[src/rtl/uvmc_tlm1_pkg.sv]
// Shared types and constants for the uvmc_tlm1 put/get bridge.
package uvmc_tlm1_pkg;

  localparam int unsigned KEY_W_DEF = 64;

  typedef enum logic [1:0] {
    CMD_READ  = 2'd0,
    CMD_WRITE = 2'd1,
    CMD_NOP   = 2'd2
  } cmd_e;

  typedef struct packed {
    logic [1:0]  cmd;
    logic [31:0] addr;
    logic [31:0] data;
  } packet_t;

  localparam int unsigned PKT_W = $bits(packet_t);

endpackage

[src/rtl/uvmc_tlm1_fifo.sv]
// Synchronous FIFO with extra-MSB pointers; head data is read combinationally.
module uvmc_tlm1_fifo #(
  parameter int unsigned DW    = 66,
  parameter int unsigned DEPTH = 4,
  localparam int unsigned AW    = $clog2(DEPTH),
  localparam int unsigned CNT_W = $clog2(DEPTH) + 1
) (
  input  logic             clk,
  input  logic             rst_n,
  input  logic             push,
  input  logic [DW-1:0]    wr_data,
  input  logic             pop,
  output logic [DW-1:0]    rd_data_c,
  output logic [CNT_W-1:0] count_c,
  output logic             full_c,
  output logic             empty_c
);

  logic [DW-1:0]    mem_q [DEPTH];
  logic [DW-1:0]    mem_d [DEPTH];
  logic [CNT_W-1:0] wr_ptr_q, wr_ptr_d;
  logic [CNT_W-1:0] rd_ptr_q, rd_ptr_d;
  logic             push_ok, pop_ok;

  assign count_c   = wr_ptr_q - rd_ptr_q;
  assign full_c    = (count_c == CNT_W'(DEPTH));
  assign empty_c   = (count_c == '0);
  assign push_ok   = push && !full_c;
  assign pop_ok    = pop && !empty_c;
  assign rd_data_c = empty_c ? '0 : mem_q[rd_ptr_q[AW-1:0]];

  always_comb begin
    mem_d    = mem_q;
    wr_ptr_d = wr_ptr_q;
    rd_ptr_d = rd_ptr_q;
    if (push_ok) begin
      mem_d[wr_ptr_q[AW-1:0]] = wr_data;
      wr_ptr_d                = wr_ptr_q + CNT_W'(1);
    end
    if (pop_ok) begin
      rd_ptr_d = rd_ptr_q + CNT_W'(1);
    end
  end

  always_ff @(posedge clk) begin
    if (!rst_n) begin
      wr_ptr_q <= '0;
      rd_ptr_q <= '0;
    end else begin
      wr_ptr_q <= wr_ptr_d;
      rd_ptr_q <= rd_ptr_d;
    end
  end

  // Storage needs no reset: entries are only visible between the pointers.
  always_ff @(posedge clk) begin
    mem_q <= mem_d;
  end

endmodule

[src/rtl/uvmc_tlm1.sv]
// Key-matched blocking-put bridge: producer and consumer register lookup keys,
// and once they match packets flow producer->consumer through a small FIFO.
module uvmc_tlm1
  import uvmc_tlm1_pkg::*;
#(
  parameter int unsigned KEY_W = KEY_W_DEF,
  parameter int unsigned DEPTH = 4,
  localparam int unsigned CNT_W = $clog2(DEPTH) + 1
) (
  input  logic             nvdla_core_clk,
  input  logic             nvdla_core_rstn,
  input  logic             prod_key_vld,
  input  logic [KEY_W-1:0] prod_key,
  input  logic             cons_key_vld,
  input  logic [KEY_W-1:0] cons_key,
  output logic             connected,
  output logic             key_err,
  input  logic             put_vld,
  output logic             put_rdy,
  input  logic [PKT_W-1:0] put_pkt,
  output logic             get_vld,
  input  logic             get_rdy,
  output logic [PKT_W-1:0] get_pkt,
  output logic [CNT_W-1:0] count
);

  logic             prod_reg_q, prod_reg_d;
  logic             cons_reg_q, cons_reg_d;
  logic [KEY_W-1:0] prod_key_q, prod_key_d;
  logic [KEY_W-1:0] cons_key_q, cons_key_d;
  logic             connected_q, connected_d;
  logic             key_err_q, key_err_d;
  logic             fifo_full, fifo_empty;

  // Connection is judged from already-registered keys, so it lands one cycle
  // after the second registration.
  always_comb begin
    prod_reg_d  = prod_reg_q;
    cons_reg_d  = cons_reg_q;
    prod_key_d  = prod_key_q;
    cons_key_d  = cons_key_q;
    connected_d = connected_q;
    key_err_d   = key_err_q;

    if (prod_reg_q && cons_reg_q) begin
      if (prod_key_q == cons_key_q) connected_d = 1'b1;
      else                          key_err_d   = 1'b1;
    end

    if (prod_key_vld) begin
      if (prod_reg_q) begin
        key_err_d = 1'b1;
      end else begin
        prod_reg_d = 1'b1;
        prod_key_d = prod_key;
      end
    end

    if (cons_key_vld) begin
      if (cons_reg_q) begin
        key_err_d = 1'b1;
      end else begin
        cons_reg_d = 1'b1;
        cons_key_d = cons_key;
      end
    end
  end

  always_ff @(posedge nvdla_core_clk) begin
    if (!nvdla_core_rstn) begin
      prod_reg_q  <= 1'b0;
      cons_reg_q  <= 1'b0;
      prod_key_q  <= '0;
      cons_key_q  <= '0;
      connected_q <= 1'b0;
      key_err_q   <= 1'b0;
    end else begin
      prod_reg_q  <= prod_reg_d;
      cons_reg_q  <= cons_reg_d;
      prod_key_q  <= prod_key_d;
      cons_key_q  <= cons_key_d;
      connected_q <= connected_d;
      key_err_q   <= key_err_d;
    end
  end

  assign connected = connected_q;
  assign key_err   = key_err_q;
  assign put_rdy   = connected_q && !fifo_full;
  assign get_vld   = !fifo_empty;

  uvmc_tlm1_fifo #(
    .DW    (PKT_W),
    .DEPTH (DEPTH)
  ) u_fifo (
    .clk       (nvdla_core_clk),
    .rst_n     (nvdla_core_rstn),
    .push      (put_vld && put_rdy),
    .wr_data   (put_pkt),
    .pop       (get_vld && get_rdy),
    .rd_data_c (get_pkt),
    .count_c   (count),
    .full_c    (fifo_full),
    .empty_c   (fifo_empty)
  );

endmodule

[config.mk]
export PLATFORM = sky130hd
export DESIGN_NAME = uvmc_tlm1
export DESIGN_NICKNAME = d
export VERILOG_FILES = /design/src/rtl/uvmc_tlm1_pkg.sv /design/src/rtl/uvmc_tlm1_fifo.sv /design/src/rtl/uvmc_tlm1.sv
export SDC_FILE = /design/constraint.sdc
export NUM_CORES = 1
export LEC_CHECK = 0
export ABC_CLOCK_PERIOD_IN_PS = 5700
export CORE_MARGIN = 3
export CORE_UTILIZATION = 44
export CTS_CLUSTER_DIAMETER = 30
export DETAILED_ROUTE_END_ITERATION = 10
export HOLD_SLACK_MARGIN = 0.03
export PLACE_DENSITY = 0.65
export SYNTH_ARGS = -nofsm -noshare
export SYNTH_HDL_FRONTEND = slang
export SYNTH_SLANG_ARGS = --single-unit
[constraint.sdc]
create_clock -name nvdla_core_clk -period 5.7 [get_ports nvdla_core_clk]
set_clock_uncertainty 0.15 [all_clocks]
set_input_delay 1.14 -clock nvdla_core_clk [delete_from_list [all_inputs] [get_ports nvdla_core_clk]]
set_output_delay 1.14 -clock nvdla_core_clk [all_outputs]
set_load 0.01 [all_outputs]
==> run summary <==
The type of element launching the critical path is a flip-flop. The worst setup path is captured at an output pin. The share of the Yosys chip area taken by registers is 0.6704.

The post-synth net total is roughly 1,300. The standard-cell row count came out at between 60 and 70. Setup repair after global routing left no endpoint under its margin. The number of clock sinks came out at 402. The total number of yosys warnings came out at 0. The worst-margin pin slew came out at between 1 and 1.5 ns. The worst-case clock buffer depth came out at 3. The iteration-0 DRC count of the detailed router came out at 503.

The half-perimeter wire length after placement is ~23 mm. The overall fraction of global-route tracks in use is 0.1878. The power consumption came out at slightly below 0.009 W. The instance count of the mapped netlist is approximately 1,100. The area growth from synthesis to layout is 38.77%. The clock latency at the later pin of the worst-skew pair is 0.58 ns. The number of buffers added on ports is 272. The congestion estimate from routability-driven global placement came to slightly below 0.8. The number of max-slew violations in the final report is 0. The shortest clock period the worst path allows after layout came out at between 5 and 6 ns. Entering global routing, the biggest net connects roughly 140 pins. The final global-route overflow total came out at 0. The layout cell share with drive strength beyond 1 is 0.1791. The met2 layer wire length in the routed design is approximately 17 mm. The largest fanout on the critical path is between 60 and 70. The top achievable clock speed came out at around 200 MHz. For this run, design rule violations remaining after detail routing come to 0. The horizontal die dimension came out at approximately 200 µm. For this design, the CTS-stage hold fixing added 0 buffers. The power density over the cells came out at roughly 390 nW/µm². The placed cell count came out at between 1,500 and 2,000. The number of global-route vias before repair is slightly above 10,000.

The path class of the tightest hold or removal check is flip-flop to flip-flop. The highest signal layer in the routed design is met5. In this run the mean area of a mapped cell was roughly 14 µm². The worst setup path category is flip-flop to output pin. In this run, synthesis produced a sequential element count of 402.

The run finished with clean final reports. The TritonCTS buffer count came out at 84. The synthesized netlist contains 31 unique library cells. The net count of the finished layout came out at 1,627. The post-cts gate resize count came out at 0. The reported max-cap violation count came out at 0. IR analysis of the VDD net gives a maximum drop of 198.0 µV. The post-route fraction of the period consumed by the critical path is 0.8773. The H-tree was split into 3 levels. Detailed routing inserted a total of ~9,700 vias. The final hold violation count came out at 0. Data on the critical path is required at its endpoint by about 4.4 ns. The die is 196.4 µm tall. Setup total negative slack on the finished layout was measured at 0 ns. The routed wire length is 36.27 mm. The number of standard cells in the final layout excluding fillers is between 1,500 and 2,000. For this configuration, the core starts out at a cell density of 0.4472. The clock transition at the registers of the reported paths is roughly 0.04 ns.

The wire length per cell after detailed routing is approximately 19 µm. The CTS tree is yes. The detail route stage leaves a number of antenna-violating nets equal to 0. After detailed routing, the wire length on met1 is approximately 16 mm. The netlist area before placement is approximately 16,000 µm².

The area of the die is 38,560 µm². The static power due to leakage is between 7 and 8 nW. After detailed routing, the number of vias per cell comes to 4.951.

The worst hold margin is about 0.33 ns. The length of routed met3 wiring came out at 2.537 mm. In this run the tightest slew margin relative to its limit is 0.1994. The first global-routing pass estimated 56.26 mm of wire.

Once the clock tree was built, the setup fixing pass inserted 0 buffers. The final setup violation count is 0. During I/O placement, the number of pins put on the boundary was around 270.

The initial antenna violation count is 5. The data arrival time of the worst path came out at ~3.7 ns. The first-pass iteration count of the detailed router came out at 5. The tree is rooted in a sky130_fd_sc_hd__clkbuf_16. The core region is between 30,000 and 40,000 µm².
==> layout by cell type, fill, tap and decap left out, drive strengths merged, types with 3 or more instances in the layout <==
cell type,count
and3,5
a21boi,129
buf,13
clkinvlp,8
nand2,260
ha,6
nand3,3
nor4,4
nor2b,3
inv,13
clkdlybuf4s50,271
edfxtp,264
clkbuf,106
xnor2,67
clkinv,23
mux4,66
and2,70
dfxtp,138
bufinv,12
nand4,17
==> area by class of cell <==
cell class              instances  area, µm²
inverters                       5      18.77
fillers                      2695      13530
flip-flops and latches        402      10700
diodes                          2      5.005
repair buffers                284       2810
clock buffers                 106       2382
well taps                     461      576.8
clock inverters                51      648.1
multi-input cells             643       4989
==> worst max-delay path, stage by stage (launching register included) <==
cell                              delay (ns)
sky130_fd_sc_hd__dfxtp_1                0.38
sky130_fd_sc_hd__inv_1                  0.10
sky130_fd_sc_hd__ha_1                   0.20
sky130_fd_sc_hd__fa_1                   0.38
sky130_fd_sc_hd__xor3_2                 0.28
sky130_fd_sc_hd__or3_2                  0.87
sky130_fd_sc_hd__and2_1                 0.34
sky130_fd_sc_hd__clkdlybuf4s50_1        0.51
==> through the flow <==
step | util | instance area [µm²] | setup WS, ns
after floorplan | - | 15950 | 1.835
after global placement | 0.5355 | 19090 | 1.374
after detailed placement | 0.5355 | 19090 | 1.270
after CTS | 0.6205 | 22120 | 0.5884
after global routing | 0.6205 | 22120 | 0.5011
final | 0.6206 | 22130 | 0.6996
==> power by group <==
part           internal (W)  leakage, nW  total [W]  switching [W]
Clock               0.00351         1.47    0.00506        0.00155
Sequential          0.00316         3.51    0.00320      0.0000360
Combinational      0.000213         2.55   0.000382       0.000169
Total               0.00688         7.52    0.00864        0.00176
==> cells in the mapped netlist <==
cell	number	area, µm²
sky130_fd_sc_hd__mux4_2	66	1486
sky130_fd_sc_hd__a21boi_0	129	968.4
sky130_fd_sc_hd__o21ai_0	1	5.000
sky130_fd_sc_hd__nand3_1	3	15.01
sky130_fd_sc_hd__fa_1	1	20.02
sky130_fd_sc_hd__a221o_1	1	10.01
sky130_fd_sc_hd__xor2_1	1	8.760
sky130_fd_sc_hd__nand2_2	1	6.260
sky130_fd_sc_hd__a22o_1	1	8.760
sky130_fd_sc_hd__xnor2_1	67	586.8
sky130_fd_sc_hd__nand2_1	259	972.2
sky130_fd_sc_hd__buf_2	9	45.04
sky130_fd_sc_hd__dfxtp_1	138	2763
sky130_fd_sc_hd__edfxtp_1	264	7928
sky130_fd_sc_hd__xor3_2	1	25.02
sky130_fd_sc_hd__ha_1	6	75.07
sky130_fd_sc_hd__inv_1	5	18.77
sky130_fd_sc_hd__buf_6	4	45.04
sky130_fd_sc_hd__nor4_1	4	25.02
sky130_fd_sc_hd__and2_4	30	262.8
sky130_fd_sc_hd__clkbuf_1	44	165.2
sky130_fd_sc_hd__buf_1	9	33.78
sky130_fd_sc_hd__and2_1	40	250.2
sky130_fd_sc_hd__nor2b_1	3	18.77
sky130_fd_sc_hd__nand2b_1	2	12.51
sky130_fd_sc_hd__o21a_1	2	15.01
sky130_fd_sc_hd__mux2i_1	1	10.01
sky130_fd_sc_hd__and3_1	5	31.28
sky130_fd_sc_hd__or3_1	1	6.260
sky130_fd_sc_hd__nand4_1	17	106.4
sky130_fd_sc_hd__a31oi_4	1	21.27
==> flip-flops by register name (all words and copies together), names as in the netlist <==
register         flops
u_fifo.mem_q       264
cons_key_q          64
prod_key_q          64
u_fifo.rd_ptr_q      3
u_fifo.wr_ptr_q      3
connected            1
cons_reg_q           1
key_err              1
prod_reg_q           1
==> routing by layer <==
metal	up-vias	GRT usage
li1	4648	-
met1	4683	0.2455
met2	298	0.3068
met3	35	0.05487
met4	10	0.05809
met5	-	0
==> path summary, 6_finish.rpt <==
check                                    end                            start  slack [ns]  depth (start not counted)
hold reg to reg   prod_key_q[3]$_SDFFE_PN0P_       prod_key_q[3]$_SDFFE_PN0P_        0.33                          2
hold / removal    prod_key_q[3]$_SDFFE_PN0P_       prod_key_q[3]$_SDFFE_PN0P_        0.33                          2
setup reg to reg  u_fifo.mem_q[48]$_DFFE_PP_  u_fifo.wr_ptr_q[0]$_SDFFE_PN0P_        2.37                          7
setup / recovery                 get_pkt[19]  u_fifo.wr_ptr_q[0]$_SDFFE_PN0P_        0.70                          7
==> cell families after synthesis <==
logic type                 Yosys count  share of synthesized area
and+or+nand+nor                    365                     0.1070
DFF                                402                     0.6704
AOI/OAI and AO/OA                  135                    0.06450
muxes                               67                    0.09385
xor gates and xnor gates            69                    0.03892
buffers and inverters               71                    0.01930
adders and majority gates            7                   0.005964
Note: power is estimated with default switching activity, not from simulation.
